$ cat src/rtl/coef_seq_pkg.sv
// Shared types and constants for the coefficient table sequencer.
// Contents: table geometry, coefficient/table types, FSM state enum and
// the reset image of the table.
package coef_seq_pkg;

    localparam int unsigned ROWS   = 4;
    localparam int unsigned COLS   = 4;
    localparam int unsigned DATA_W = 8;
    localparam int unsigned IDX_W  = 4;
    localparam int unsigned RC_W   = 2;

    typedef logic [DATA_W-1:0] coef_t;
    typedef coef_t [ROWS-1:0][COLS-1:0] coef_table_t;

    typedef enum logic [1:0] {
        IDLE  = 2'd0,
        WALK  = 2'd1,
        ZTERM = 2'd2,
        DONE  = 2'd3
    } state_t;

    // Reset contents: entry [r][c] holds 4*r+c.
    function automatic coef_table_t default_table();
        coef_table_t t;
        for (int r = 0; r < int'(ROWS); r++) begin
            for (int c = 0; c < int'(COLS); c++) begin
                t[r][c] = DATA_W'(COLS * unsigned'(r) + unsigned'(c));
            end
        end
        return t;
    endfunction

endpackage

$ cat src/rtl/coef_seq_ctrl_table.sv
// 4x4 coefficient register file.
// Ports:
//   clk, rst            clock, async active-high reset (restores default_table)
//   we, wrow, wcol      synchronous write enable and address
//   wdata               write data
//   ridx                row-major read index (row = ridx[3:2], col = ridx[1:0])
//   rdata_c             combinational read data
module coef_table
    import coef_seq_pkg::*;
(
    input  logic       clk,
    input  logic       rst,
    input  logic       we,
    input  logic [1:0] wrow,
    input  logic [1:0] wcol,
    input  logic [7:0] wdata,
    input  logic [3:0] ridx,
    output logic [7:0] rdata_c
);

    coef_table_t tbl;

    // Storage with single write port.
    always_ff @(posedge clk or posedge rst) begin
        if (rst) begin
            tbl <= default_table();
        end else if (we) begin
            tbl[wrow][wcol] <= wdata;
        end
    end

    assign rdata_c = tbl[ridx[3:2]][ridx[1:0]];

endmodule

$ cat src/rtl/coef_seq_ctrl.sv
// Sequencer/arbiter for the 4x4 coefficient table feeding XOUT.
// Computes xout = a - 3*b - TEMP*sum(table) (8-bit wrap), walking one entry
// per cycle in row-major order. Config writes are accepted only while idle.
// Optional macro COEF_SEQ_ZTERM_EN adds one ZTERM cycle (acc += 11*ZCOEF).
// Ports:
//   clk, rst                          clock, async active-high reset
//   cfg_valid/cfg_ready               table write handshake
//   cfg_row, cfg_col, cfg_data        write address and data
//   start, a, b                       compute request and operands
//   busy                              high during WALK/ZTERM
//   xout, xout_valid                  result and one-cycle valid pulse
module coef_seq_ctrl
    import coef_seq_pkg::*;
#(
    parameter logic [7:0] TEMP  = 8'd21
`ifdef COEF_SEQ_ZTERM_EN
    ,
    parameter logic [7:0] ZCOEF = 8'd1
`endif
) (
    input  logic       clk,
    input  logic       rst,
    input  logic       cfg_valid,
    output logic       cfg_ready,
    input  logic [1:0] cfg_row,
    input  logic [1:0] cfg_col,
    input  logic [7:0] cfg_data,
    input  logic       start,
    input  logic [7:0] a,
    input  logic [7:0] b,
    output logic       busy,
    output logic [7:0] xout,
    output logic       xout_valid
);

`ifdef COEF_SEQ_ZTERM_EN
    localparam logic [7:0] ZADD = 8'(8'd11 * ZCOEF);
`endif

    state_t     state, state_next;
    logic [7:0] acc, acc_next;
    logic [3:0] idx, idx_next;
    logic [7:0] xout_next;
    logic       xout_load;
    logic       we_c;
    logic [7:0] rd_c;

    coef_table u_table (
        .clk     (clk),
        .rst     (rst),
        .we      (we_c),
        .wrow    (cfg_row),
        .wcol    (cfg_col),
        .wdata   (cfg_data),
        .ridx    (idx),
        .rdata_c (rd_c)
    );

    // Writes land only in IDLE, including the cycle a START is accepted.
    assign we_c = cfg_valid && (state == IDLE);

    // State register.
    always_ff @(posedge clk or posedge rst) begin
        if (rst) begin
            state <= IDLE;
        end else begin
            state <= state_next;
        end
    end

    // Next-state and datapath control.
    always_comb begin
        state_next = state;
        acc_next   = acc;
        idx_next   = idx;
        xout_load  = 1'b0;
        xout_next  = acc;
        case (state)
            IDLE: begin
                if (start) begin
                    acc_next   = a - 8'(b * 8'd3);
                    idx_next   = 4'd0;
                    state_next = WALK;
                end
            end
            WALK: begin
                acc_next = acc - 8'(TEMP * rd_c);
                idx_next = idx + 4'd1;
                if (idx == 4'd15) begin
`ifdef COEF_SEQ_ZTERM_EN
                    state_next = ZTERM;
`else
                    state_next = DONE;
                    xout_load  = 1'b1;
                    xout_next  = acc_next;
`endif
                end
            end
            ZTERM: begin
`ifdef COEF_SEQ_ZTERM_EN
                acc_next   = acc + ZADD;
                state_next = DONE;
                xout_load  = 1'b1;
                xout_next  = acc_next;
`else
                state_next = IDLE;
`endif
            end
            DONE: begin
                state_next = IDLE;
            end
            default: begin
                state_next = IDLE;
            end
        endcase
    end

    // Registered datapath and outputs; xout loads on entry to DONE.
    always_ff @(posedge clk or posedge rst) begin
        if (rst) begin
            acc        <= 8'd0;
            idx        <= 4'd0;
            xout       <= 8'd0;
            xout_valid <= 1'b0;
            busy       <= 1'b0;
            cfg_ready  <= 1'b1;
        end else begin
            acc        <= acc_next;
            idx        <= idx_next;
            xout_valid <= xout_load;
            if (xout_load) begin
                xout <= xout_next;
            end
            busy      <= (state_next == WALK) || (state_next == ZTERM);
            cfg_ready <= (state_next == IDLE);
        end
    end

endmodule

$ cat config.mk
export PLATFORM = sky130hd
export DESIGN_NAME = coef_seq_ctrl
export DESIGN_NICKNAME = d
export VERILOG_FILES = /design/src/rtl/coef_seq_pkg.sv /design/src/rtl/coef_seq_ctrl_table.sv /design/src/rtl/coef_seq_ctrl.sv
export SDC_FILE = /design/constraint.sdc
export NUM_CORES = 1
export LEC_CHECK = 0
export BUFFER_PORTS_ARGS = -buffer_cell sky130_fd_sc_hd__clkbuf_2
export CAP_MARGIN = 20
export CORE_ASPECT_RATIO = 0.9
export CORE_UTILIZATION = 43
export CTS_CLUSTER_SIZE = 30
export DETAILED_ROUTE_END_ITERATION = 10
export PLACE_DENSITY = 0.64
export SYNTH_ARGS = -nofsm -noshare
export SYNTH_HDL_FRONTEND = slang
export SYNTH_SLANG_ARGS = --single-unit
$ cat constraint.sdc
create_clock -name clk -period 7.4 [get_ports clk]
set_input_delay 2.22 -clock clk [delete_from_list [all_inputs] [get_ports clk]]
set_output_delay 2.22 -clock clk [all_outputs]
set_load 0.02 [all_outputs]
Word level (Yosys, flattened, before mapping)

Index checks and enable logic that the tools add are counted.

Multiply operators: 2
$add $sub $neg: 3
Order comparisons: 6
Div/mod/pow operators: 0
Bitwise gates (word level): 0
Shifts and indexed selects: 0
Reduce and logical (&&, ||, !) cells: 9
Eq/ne operators: 7
Muxes and demuxes: 20

Operators by type and width:

| kind                  | count |
|---|---|
| $bwmux W128           | 1 |
| $bmux W32 S2          | 1 |
| $demux W32 S2         | 1 |
| $mux W32              | 2 |
| $mux W8               | 5 |
| $bmux W8 S2           | 1 |
| $demux W8 S2          | 1 |
| $pmux W8 S2           | 1 |
| $sub A8 B8 Y8         | 2 |
| $lt A2 B3 Y1 const B  | 4 |
| $mul A5 B8 Y8 const A | 1 |
| $mul A8 B2 Y8 const B | 1 |
| $pmux W4 S2           | 1 |
| $eq A2 B2 Y1 const B  | 3 |
| $pmux W2 S3           | 1 |
| $add A4 B1 Y4 const B | 1 |
| $eq A2 B1 Y1 const B  | 2 |
| $eq A4 B4 Y1 const B  | 1 |
| $ge A2 B1 Y1 const B  | 2 |
| $logic_not A2 Y1      | 2 |
| $mux W2               | 2 |
| $mux W4               | 1 |
| $logic_and A1 B1 Y1   | 3 |
| $mux W1               | 2 |
| other kinds (5)       | 5 |

Bits in registers: 153
Output and inout port bits: 11
Bits in writable memories: 0
Word-level logic and storage cells: 70
Memories: 0
Latch bits: 0
Bits in read-only memories: 0

Logic depth before layout (Yosys ltp)

Gate-level depths: netlist (run 1).

Depth in word-level cells: 8
Mapped depth: 20
Gate-level depth less buffers: 16

Modules after synthesis

Synthesis (run 1) repeated with hierarchy kept, for this count alone.

Cells, all modules: 594
Area, all modules: 8112.8 um2

Modules (own cells, without submodules):

| module        | times used | cells each | sequential area each (um2) | area an instance (um2) |
|---|---|---|---|---|
| coef_table    | 1          | 370        | 3243.1                     | 5926.9 |
| coef_seq_ctrl | 1          | 224        | 626.9                      | 2185.8 |

Worst setup path before layout (run 1)

OpenSTA, ideal clock, no wires.

Path type: register to register
From: register idx[3]
To: register acc[7]
Required time: 7.270 ns
Path slack: 2.718 ns
Setup time: 0.130 ns
Period minus slack after synthesis: 4.682 ns
Path buffers: 4
Stages on the path, launching flop included: 20
Data arrival time: 4.552 ns
Cell sequence: dfrtp_1 > buf_2 > buf_2 > buf_2 > mux4_2 > mux4_2 > ha_1 > xor2_1 > ha_1 > inv_1 > fa_1 > inv_1 > ha_1 > clkbuf_1 > inv_1 > o21bai_1 > a21oi_1 > o21ai_1 > xnor2_1 > o221ai_2

Longest elaborated chain between the ends: 7

Ends and longest elaborated chain:

| element                        | line                      | text |
|---|---|---|
| from (decl)                    | coef_seq_ctrl.sv:42       | `logic [3:0] idx, idx_next;` |
| from (signal assigned)         | coef_seq_ctrl.sv:129      | `idx <= idx_next;` |
| $bmux W32 S2                   | coef_seq_ctrl_table.sv:32 | `assign rdata_c = tbl[ridx[3:2]][ridx[1:0]];` |
| $mux W32 (implied by the code) | coef_seq_ctrl_table.sv:32 |  |
| $bmux W8 S2                    | coef_seq_ctrl_table.sv:32 |  |
| $mux W8 (implied by the code)  | coef_seq_ctrl_table.sv:32 |  |
| $mul A5 B8 Y8                  | coef_seq_ctrl.sv:87       | `acc_next = acc - 8'(TEMP * rd_c);` |
| $sub A8 B8 Y8                  | coef_seq_ctrl.sv:87       |  |
| $pmux W8 S2                    | coef_seq_ctrl.sv:78       | `case (state)` |
| to (signal assigned)           | coef_seq_ctrl.sv:128      | `acc <= acc_next;` |
| to (decl)                      | coef_seq_ctrl.sv:41       | `logic [7:0] acc, acc_next;` |

No other way between the ends. The select of a mux whose other input is x is not followed.
A chain may end at the register's enable or synchronous reset.

Worst setup path in the final report (run 1)

From: register idx[2]
To: register acc[7]

The elaborated chain is that of the path after synthesis.

==> results of run 1 <==
[report_power, final]
part           internal (W)  switching, W  leakage [nW]
sequential          0.00108      0.000154          1.95
clock              0.000583      0.000370         0.308
combinational      0.000824      0.000897          2.07
total               0.00249       0.00142          4.33
[placed cells by master, fill, tap and decap left out, types with 4 or more instances in the layout]
master / synthesis / routed
inv_1: 38 / 37
nor3_1: 4 / 4
xor2_1: 4 / 4
a21oi_1: 14 / 14
a22oi_1: 5 / 5
mux2_2: 128 / 128
nor2b_1: 8 / 8
o21ai_0: 15 / 15
nor2_1: 18 / 18
clkbuf_16: 0 / 17
mux4_2: 29 / 29
dfrtp_1: 120 / 119
mux4_1: 5 / 5
xnor2_1: 19 / 19
bufinv_16: 0 / 4
nand3_1: 6 / 6
buf_4: 1 / 6
nand2_1: 35 / 35
fa_1: 11 / 11
inv_6: 0 / 5
mux2i_1: 10 / 10
ha_1: 31 / 31
dfstp_2: 33 / 33
clkbuf_2: 0 / 42
[routing by layer]
metal | part of all wire | wire [um]
met1 | 0.45 | 8020
met2 | 0.50 | 8926
met3 | 0.047 | 843
met4 | 0.012 | 216
met5 | 0 | 0
[layout make-up]
type / count / area share
inverter: 38 / 0.01612
timing repair buffer: 48 / 0.02786
tap: 245 / 0.03346
clock buffer: 18 / 0.04794
sequential: 153 / 0.4226
clock inverter: 14 / 0.02281
multi-input combinational: 382 / 0.4293
[kinds of logic after synthesis]
kind of cell,after synthesis
AO/OA/AOI/OAI,59
XOR/XNOR,23
adder cells (fa/ha/maj),42
buffers and inverters,64
flip-flops,153
multiplexers,172
AND/OR/NAND/NOR,86
[flip-flops by register name, indices dropped and copies added (netlist names)]
| signal | cells |
|---|---|
| cfg_ready | 1 |
| acc | 8 |
| idx | 4 |
| xout_valid | 1 |
| u_table.tbl | 128 |
| state | 2 |
| xout | 8 |
| busy | 1 |
[worst paths after layout]
| kind | slack [ps] | end | start |
|---|---|---|---|
| setup / recovery | 2410 | acc[7]$_DFFE_PP0P_ | idx[2]$_DFFE_PP0P_ |
| hold / removal | 480 | xout[3]$_DFFE_PP0P_ | xout[3]$_DFFE_PP0P_ |
| setup reg to reg | 2410 | acc[7]$_DFFE_PP0P_ | idx[2]$_DFFE_PP0P_ |
| hold reg to reg | 480 | xout[3]$_DFFE_PP0P_ | xout[3]$_DFFE_PP0P_ |
| max in group asynchronous | 4260 | u_table.tbl[14]$_DFFE_PP0P_ | rst |
| min in group asynchronous | 1990 | acc[1]$_DFFE_PP0P_ | rst |
[per-stage QoR]
| stage | util | setup slack [ps] | hold WS [ps] |
|---|---|---|---|
| finish | 0.4993 | 2412 | 475.3 |
| global route | 0.4993 | 2125 | 511.8 |
| CTS | 0.4985 | 2408 | 484.8 |
| detailed placement | 0.4632 | 2439 | 470.5 |
| global placement | 0.4632 | 2479 | 458.0 |
| floorplan | - | 1113 | 470.4 |
[critical path: stages (launching register included)]
cell      delay, ps
dfrtp_1         710
buf_4           470
mux4_2          560
mux4_2          500
ha_1            300
ha_1            310
fa_1            550
inv_1            40
ha_1            370
a21oi_1         350
o21bai_1        100
a21oi_1         140
o21ai_1          90
xnor2_1         230
o221ai_2        120
==> impl_metrics.toml, run 1 <==
[clock_network]
clk_pin_slew_ps = 70
cts.sinks = 153
post_cts_resized = 0
cts_made_buffers = 17
cts_tree = "yes"
cts_buffer_depth = 2
h-tree-depth = 4
clock_latency_ps = 430
post-cts-setup-buffers = 0
root_buffer = "clkbuf_16"
cts_hold_buf = 0

[synthesis]
synthMuxAreaShare = 0.2885
synth.most_common_cell = "mux2_2"
synthTopCellsByCount = "mux2_2, dfrtp_1, inv_1, nand2_1, dfstp_2"
synth_edf_count = 0
synthTopCellsByArea = "dfrtp_1, mux2_2, dfstp_2, mux4_2, ha_1"
synth_compound_area_frac = 0.04826
ys.warnings.count = 0
synthAdderAreaFrac = 0.07542
netlist-cell-type-count = 49
synth_xor_area_frac = 0.02498
synth_area_per_cell_sq_um = 13.46
yosysTopAreaCell = "dfrtp_1"
synth_top_family_by_area = "multiplexers"
seq_area_frac_synth = 0.4800
synth_simple_gate_area_frac = 0.05059
async_flop_share = 1.000
synth_top_area_share = 0.3724
synthesis.area_sq_um = 8063
syn-num-nets = 673
synth_ff_type = "dfrtp_1"
synth_seq_cells = 153
synthCells = 599

[worst_setup_path]
arrival_ps = 5290
critPathRequiredTime_ps = 7700
path_class = "register to register"
critPathMaxFanout = 23
r2r_cells = 14
start_kind = "register"
cp-end-kind = "register"

[sta]
tns_ps = 0
skew_ps = 11.67
tightest_slew_ps = 1139
rsz0062_at_grt = "no"
setup_viol = 0
fin_crit_ps = 4988
period_share = 0.6741
max_freq_ghz = 0.2005
slew_headroom = 0.2376
timing_hold_violations_final = 0
drv_slew = 0

[drt]
drt_iter0_markers = 294
ant_nets = 0
drc_errors = 0
routedWlPerCell_um = 20.05
vias_per_cell = 5.486
wl_um = 18010
vias = 4926
drt_first_pass_iters = 5

[global_route]
use_met2 = 0.3212
antenna_found_initial = 0
grt_overflow = 0
grtUsageTotal = 0.2000
grt_max_degree = 105
grt_busiest_layer = "met2"
use_met3 = 0.04325
grt_pass1_vias = 5223
grt_pass1_wl_um = 29080
met1_usage = 0.2742

[floorplanning]
die_area_sq_um = 19300
dieWidth_um = 146.3
io_pins = 43
coreArea_sq_um = 18350
initial_utilization = 0.4394
fp.dieH_um = 131.9
rows = 47

[layout]
final_cell_area_sq_um = 9161
ff_latch_area_sq_um = 3871
syn_to_final_growth_pct = 13.63
antenna_cells = 0
final_cells = 898
layout-drive-gt1-share = 0.4242
fin_nets = 714
multiInputGateArea_sq_um = 3933
final.fill_count = 1617

[outcome]
status = "finished, final reports clean"

[place]
dp.cells = 864
portBuffers = 42
placed_area_sq_um = 8498
gp_congestion = 0.8554
hpwlAfterDp_um = 12070

[hold_path]
hold_path.class = "register to register"
holdPathStages = 2

[power]
power_w = 0.003907
pwr_density_cell_nw_per_um2 = 426.5
ir_drop_mv = 0.2146
p_leak_nw = 4.331

[flow_run]
drv_cap = 0
(Power assumes the default switching activity.)
==> inputs of run 2 (changes only) <==
PLACE_DENSITY = 0.67   (was 0.64)
clock period = 4.2 ns   (was 7.4 ns; I/O delays follow)
==> run 2 against run 1 <==
Against the previous run: non-clock buffer count up 33; core utilization rose by 2.2 points; maximum frequency grew 22%; register-to-register slack worse by 2300 ps; critical path depth unchanged; routed wire length grew 2.7%; die area unchanged.
==> impl_metrics.toml, run 2 (same netlist as run 1, synthesis figures left out) <==
[outcome]
status = "finished, final reports clean"

[sta]
tns_ps = 0
slew_headroom = 0.2820
rsz0062_at_grt = "yes"
fin_crit_ps = 4104
tightest_slew_ps = 1073
period_share = 0.9772
setup_viol = 0
max_freq_ghz = 0.2436
skew_ps = 15.31
timing_hold_violations_final = 0
drv_slew = 0

[worst_setup_path]
start_kind = "register"
reg2reg_from = "idx[3]$_DFFE_PP0P_"
arrival_ps = 4400
cp-end-kind = "register"
max_stage_delay_ps = 590
timing.rr.end = "acc[6]$_DFFE_PP0P_"
reg2reg_slack_ps = 100
path_class = "register to register"
r2r_cells = 14
critPathRequiredTime_ps = 4490
worstPathCellList = "buf_12 -> mux4_2 -> mux4_2 -> ha_1 -> ha_1 -> inv_1 -> fa_1 -> a21o_1 -> a21oi_1 -> o21bai_1 -> a21oi_1 -> xnor2_2 -> a32oi_1 -> o22ai_1"
cp_slowest_cell = "mux4_2"
critPathMaxFanout = 6

[power]
pwr_density_cell_nw_per_um2 = 793.9
switching_share = 0.3619
p_leak_nw = 4.486
p_int_w = 0.004844
ir_drop_mv = 0.5908
p_switching_w = 0.002747
power_frac_comb = 0.517
seqPwrFrac = 0.281
p_clk_frac = 0.202

[place]
gp_congestion = 0.8044
placed_area_sq_um = 8823
portBuffers = 42
hpwlAfterDp_um = 13000

[layout]
antenna_cells = 0
layout_common_cells = "mux2_2, dfrtp_1, clkbuf_2"
largest_register_ffs = 128
layout_commonest_cell = "mux2_2"
ff_latch_area_sq_um = 3871
multiInputGateArea_sq_um = 4065
layout-drive-gt1-share = 0.4723
largestRegisters = "u_table.tbl: 128 flops, acc: 8 flops, xout: 8 flops"
final_cell_area_sq_um = 9562
syn_to_final_growth_pct = 18.59
top_register = "u_table.tbl"
final.fill_count = 1570
fin_nets = 747

[clock_network]
root_buffer = "clkbuf_16"
cts.sinks = 153
h-tree-depth = 4
cts_hold_buf = 0
cts_buffer_depth = 2
cts_made_buffers = 17
clk_pin_slew_ps = 60
cts_tree = "yes"
clock_latency_ps = 440

[global_route]
grt_overflow = 0
antenna_found_initial = 0
grtUsageTotal = 0.2043
grt_busiest_layer = "met2"
grt_pass1_wl_um = 29610
grt_max_degree = 62
use_met2 = 0.3434
use_met3 = 0.04533
met1_usage = 0.2573
grt_pass1_vias = 5432

[drt]
routedWlPerCell_um = 19.87
drc_errors = 0
ant_nets = 0
vias = 5105
drt_iter0_markers = 265
vias_per_cell = 5.483
drt_first_pass_iters = 4
wl_um = 18500

[floorplanning]
fp.dieH_um = 131.9
rows = 47
initial_utilization = 0.4394
io_pins = 43
coreArea_sq_um = 18350
die_area_sq_um = 19300
dieWidth_um = 146.3

[hold_path]
hold_path.class = "register to register"
hold_end = "xout[4]$_DFFE_PP0P_"
holdPathStages = 2
min_from = "xout[4]$_DFFE_PP0P_"

[flow_run]
drv_cap = 0
## run 2: how the worst max path moves through the flow
stage | startpoint | endpoint | slack, ps | depth (start not counted)
after floorplan | idx[3]$_DFFE_PP0P_ | acc[7]$_DFFE_PP0P_ | 9 | 15
after global placement | idx[2]$_DFFE_PP0P_ | acc[7]$_DFFE_PP0P_ | 70 | 13
after detailed placement | idx[2]$_DFFE_PP0P_ | acc[7]$_DFFE_PP0P_ | 30 | 13
after CTS | idx[2]$_DFFE_PP0P_ | xout[6]$_DFFE_PP0P_ | 20 | 17
after global routing | idx[3]$_DFFE_PP0P_ | acc[7]$_DFFE_PP0P_ | -20 | 18
final | idx[3]$_DFFE_PP0P_ | acc[6]$_DFFE_PP0P_ | 100 | 14
## run 2: through the flow
step	setup slack, ps	util	total power [W]	std cells	hold WS, ps
after floorplan	8.925	-	0.004770	599	470.4
after global placement	66.88	0.4809	0.005633	891	460.7
after detailed placement	34.46	0.4809	0.005794	891	471.4
after CTS	22.03	0.5129	0.007333	923	485.6
after global routing	-21.31	0.5211	0.008104	931	509.1
final	95.64	0.5211	0.007591	931	476.3
## run 2: layout make-up
cell class | count | share of cell area
multi-input combinational | 382 | 0.4252
sequential | 153 | 0.4049
timing repair buffer | 81 | 0.06124
clock buffer | 21 | 0.04711
tap | 245 | 0.03206
inverter | 38 | 0.01531
clock inverter | 11 | 0.01426
## run 2: routing by layer
layer | up-vias | wire length (um) | part of all wire
met5 | - | 0 | 0
met4 | 0 | 342 | 0.018
met3 | 25 | 789 | 0.043
met2 | 83 | 9438 | 0.51
met1 | 2688 | 7928 | 0.43
li1 | 2309 | - | -
## run 2: power by group through the flow
stage | clock [W] | combinational [W] | sequential, W
floorplan | 0 | 0.00267 | 0.00210
global placement | 0 | 0.00351 | 0.00213
finish | 0.00154 | 0.00393 | 0.00213
detailed placement | 0 | 0.00364 | 0.00215
global route | 0.00162 | 0.00431 | 0.00218
CTS | 0.00155 | 0.00365 | 0.00213
## run 2: what timing repair did
item / CTS / global route
setup endpoints to repair: 0 / 6
buffers inserted: 0 / 6
resized for setup: 0 / 13
## run 2: critical path: cells and delay by family, from the launching register on
| kind | cells | cell delay (ps) |
|---|---|---|
| multiplexers | 2 | 1080 |
| buffers and inverters | 2 | 220 |
| AO/OA/AOI/OAI | 6 | 1040 |
| adder cells (fa/ha/maj) | 3 | 1080 |
| XOR/XNOR | 1 | 120 |
| flip-flops | 1 | 430 |
==> inputs of run 3 (changes only) <==
CTS_BUF_LIST = sky130_fd_sc_hd__clkbuf_16   (was unset)
==> run 3 against run 2 <==
Against the previous run: non-clock buffer count is the same; clock power is essentially flat; first-iteration DRC count shrank 4.9%; core utilization shrank 0.055 points; routed wire length is essentially flat; power shrank 0.33%; die area is the same; register-to-register slack is essentially flat; count of clock-buffer cells in the layout shrank 4; maximum frequency is essentially flat; flip-flop and latch count is the same; largest cell class unchanged; highest routed layer unchanged.
==> impl_metrics.toml, run 3 (same netlist as run 1, synthesis figures left out) <==
[floorplanning]
coreArea_sq_um = 18350
io_pins = 43
die_area_sq_um = 19300
initial_utilization = 0.4394
rows = 47
fp.dieH_um = 131.9
dieWidth_um = 146.3

[outcome]
status = "finished, final reports clean"

[power]
power_frac_comb = 0.519
pwr_density_cell_nw_per_um2 = 792.2
p_leak_nw = 4.493
power_w = 0.007566
p_clk_frac = 0.199
p_switching_w = 0.002748
ir_drop_mv = 0.5908
switching_share = 0.3632
seqPwrFrac = 0.282
p_int_w = 0.004818

[layout]
antenna_cells = 0
fin_nets = 747
layout_commonest_cell = "mux2_2"
ff_latch_area_sq_um = 3871
top_register = "u_table.tbl"
syn_to_final_growth_pct = 18.47
layout_common_cells = "mux2_2, dfrtp_1, clkbuf_2"
largestRegisters = "u_table.tbl: 128 flops, acc: 8 flops, xout: 8 flops"
largest_register_ffs = 128
layout-drive-gt1-share = 0.4708
final.fill_count = 1573
multiInputGateArea_sq_um = 4065

[worst_setup_path]
path_class = "register to register"
critical_path.top_delay_family = "multiplexers"
r2r_cells = 13
cp_slowest_cell = "mux4_2"
reg2reg_from = "idx[3]$_DFFE_PP0P_"
arrival_ps = 4450
cpMostUsedCell = "ha_1"
max_stage_delay_ps = 590
start_kind = "register"
critPathBufInv = 2
worstPathCellList = "buf_12 -> mux4_2 -> mux4_2 -> ha_1 -> ha_1 -> inv_1 -> ha_1 -> or4_1 -> o32a_1 -> o2111ai_2 -> xor2_1 -> o21ai_1 -> a21boi_0"
timing.rr.end = "acc[3]$_DFFE_PP0P_"
reg2reg_slack_ps = 100
cp-end-kind = "register"
critPathRequiredTime_ps = 4540
critPathMaxFanout = 6

[clock_network]
cts_tree = "yes"
cts.sinks = 153
clock_latency_ps = 440
root_buffer = "clkbuf_16"
cts_buffer_depth = 2
cts_hold_buf = 0
cts_made_buffers = 17
h-tree-depth = 4
clk_pin_slew_ps = 60

[hold_path]
holdPathStages = 2
hold_end = "xout[4]$_DFFE_PP0P_"
min_from = "xout[4]$_DFFE_PP0P_"
hold_path.class = "register to register"

[drt]
drt_iter0_markers = 252
drt_first_pass_iters = 5
wl_um = 18490
vias_per_cell = 5.499
ant_nets = 0
vias = 5120
routedWlPerCell_um = 19.86
drc_errors = 0

[sta]
period_share = 0.9765
fin_crit_ps = 4101
slew_headroom = 0.3732
tightest_slew_ps = 936.7
tns_ps = 0
setup_viol = 0
drv_slew = 0
rsz0062_at_grt = "yes"
skew_ps = 11.76
max_freq_ghz = 0.2438
timing_hold_violations_final = 0

[global_route]
grt_max_degree = 62
grt_pass1_vias = 5439
grt_overflow = 0
antenna_found_initial = 0
grtUsageTotal = 0.2045
grt_pass1_wl_um = 29660

[place]
portBuffers = 42
hpwlAfterDp_um = 13000
gp_congestion = 0.8044

[flow_run]
drv_cap = 0
-- run 3: worst min-delay path, cell delays in order (launching register included) --
cell     delay, ps
dfrtp_1        340
nand2_1         50
nand2_1         50
-- run 3: power groups by stage --
stage	clock [W]	sequential, W	combinational, W
2_1_floorplan	0	0.00210	0.00267
3_3_place_gp	0	0.00213	0.00351
3_5_place_dp	0	0.00215	0.00364
4_1_cts	0.00153	0.00213	0.00365
5_1_grt	0.00159	0.00218	0.00431
6_report	0.00151	0.00213	0.00393
-- run 3: repair_timing --
item	4_1_cts	5_1_grt
buffers inserted	0	6
gates resized for setup	0	13
setup endpoints to repair	0	6
-- run 3: final cells by class --
cell class	instances	share of cell area
timing repair buffer	81	0.06130
sequential	153	0.4053
clock inverter	15	0.01585
inverter	38	0.01533
clock buffer	17	0.04454
tap	245	0.03209
multi-input combinational	382	0.4256
-- run 3: worst max-delay path by stage --
stage               cells past startpoint  slack (ps)                from                   to
finish                                 13         100  idx[3]$_DFFE_PP0P_   acc[3]$_DFFE_PP0P_
global placement                       13          70  idx[2]$_DFFE_PP0P_   acc[7]$_DFFE_PP0P_
CTS                                    17          20  idx[2]$_DFFE_PP0P_  xout[6]$_DFFE_PP0P_
detailed placement                     13          30  idx[2]$_DFFE_PP0P_   acc[7]$_DFFE_PP0P_
floorplan                              15           9  idx[3]$_DFFE_PP0P_   acc[7]$_DFFE_PP0P_
global route                           18         -20  idx[3]$_DFFE_PP0P_   acc[7]$_DFFE_PP0P_
-- run 3: routing by layer --
metal,wire (um),GRT usage,vias up
li1,-,-,2308
met1,7956,0.2566,2698
met2,9372,0.3437,86
met3,761,0.04671,28
met4,395,0.08044,0
met5,0,0,-
-- run 3: through the flow --
stage | setup slack (ps) | hold slack, ps | instance area, sq um | std cells | util
finish | 98.81 | 477.2 | 9552 | 931 | 0.5206
global route | -21.31 | 509.1 | 9552 | 931 | 0.5206
CTS | 22.03 | 485.6 | 9400 | 923 | 0.5123
detailed placement | 34.46 | 471.4 | 8823 | 891 | 0.4809
global placement | 66.88 | 460.7 | 8823 | 891 | 0.4809
floorplan | 8.925 | 470.4 | 8189 | 599 | -
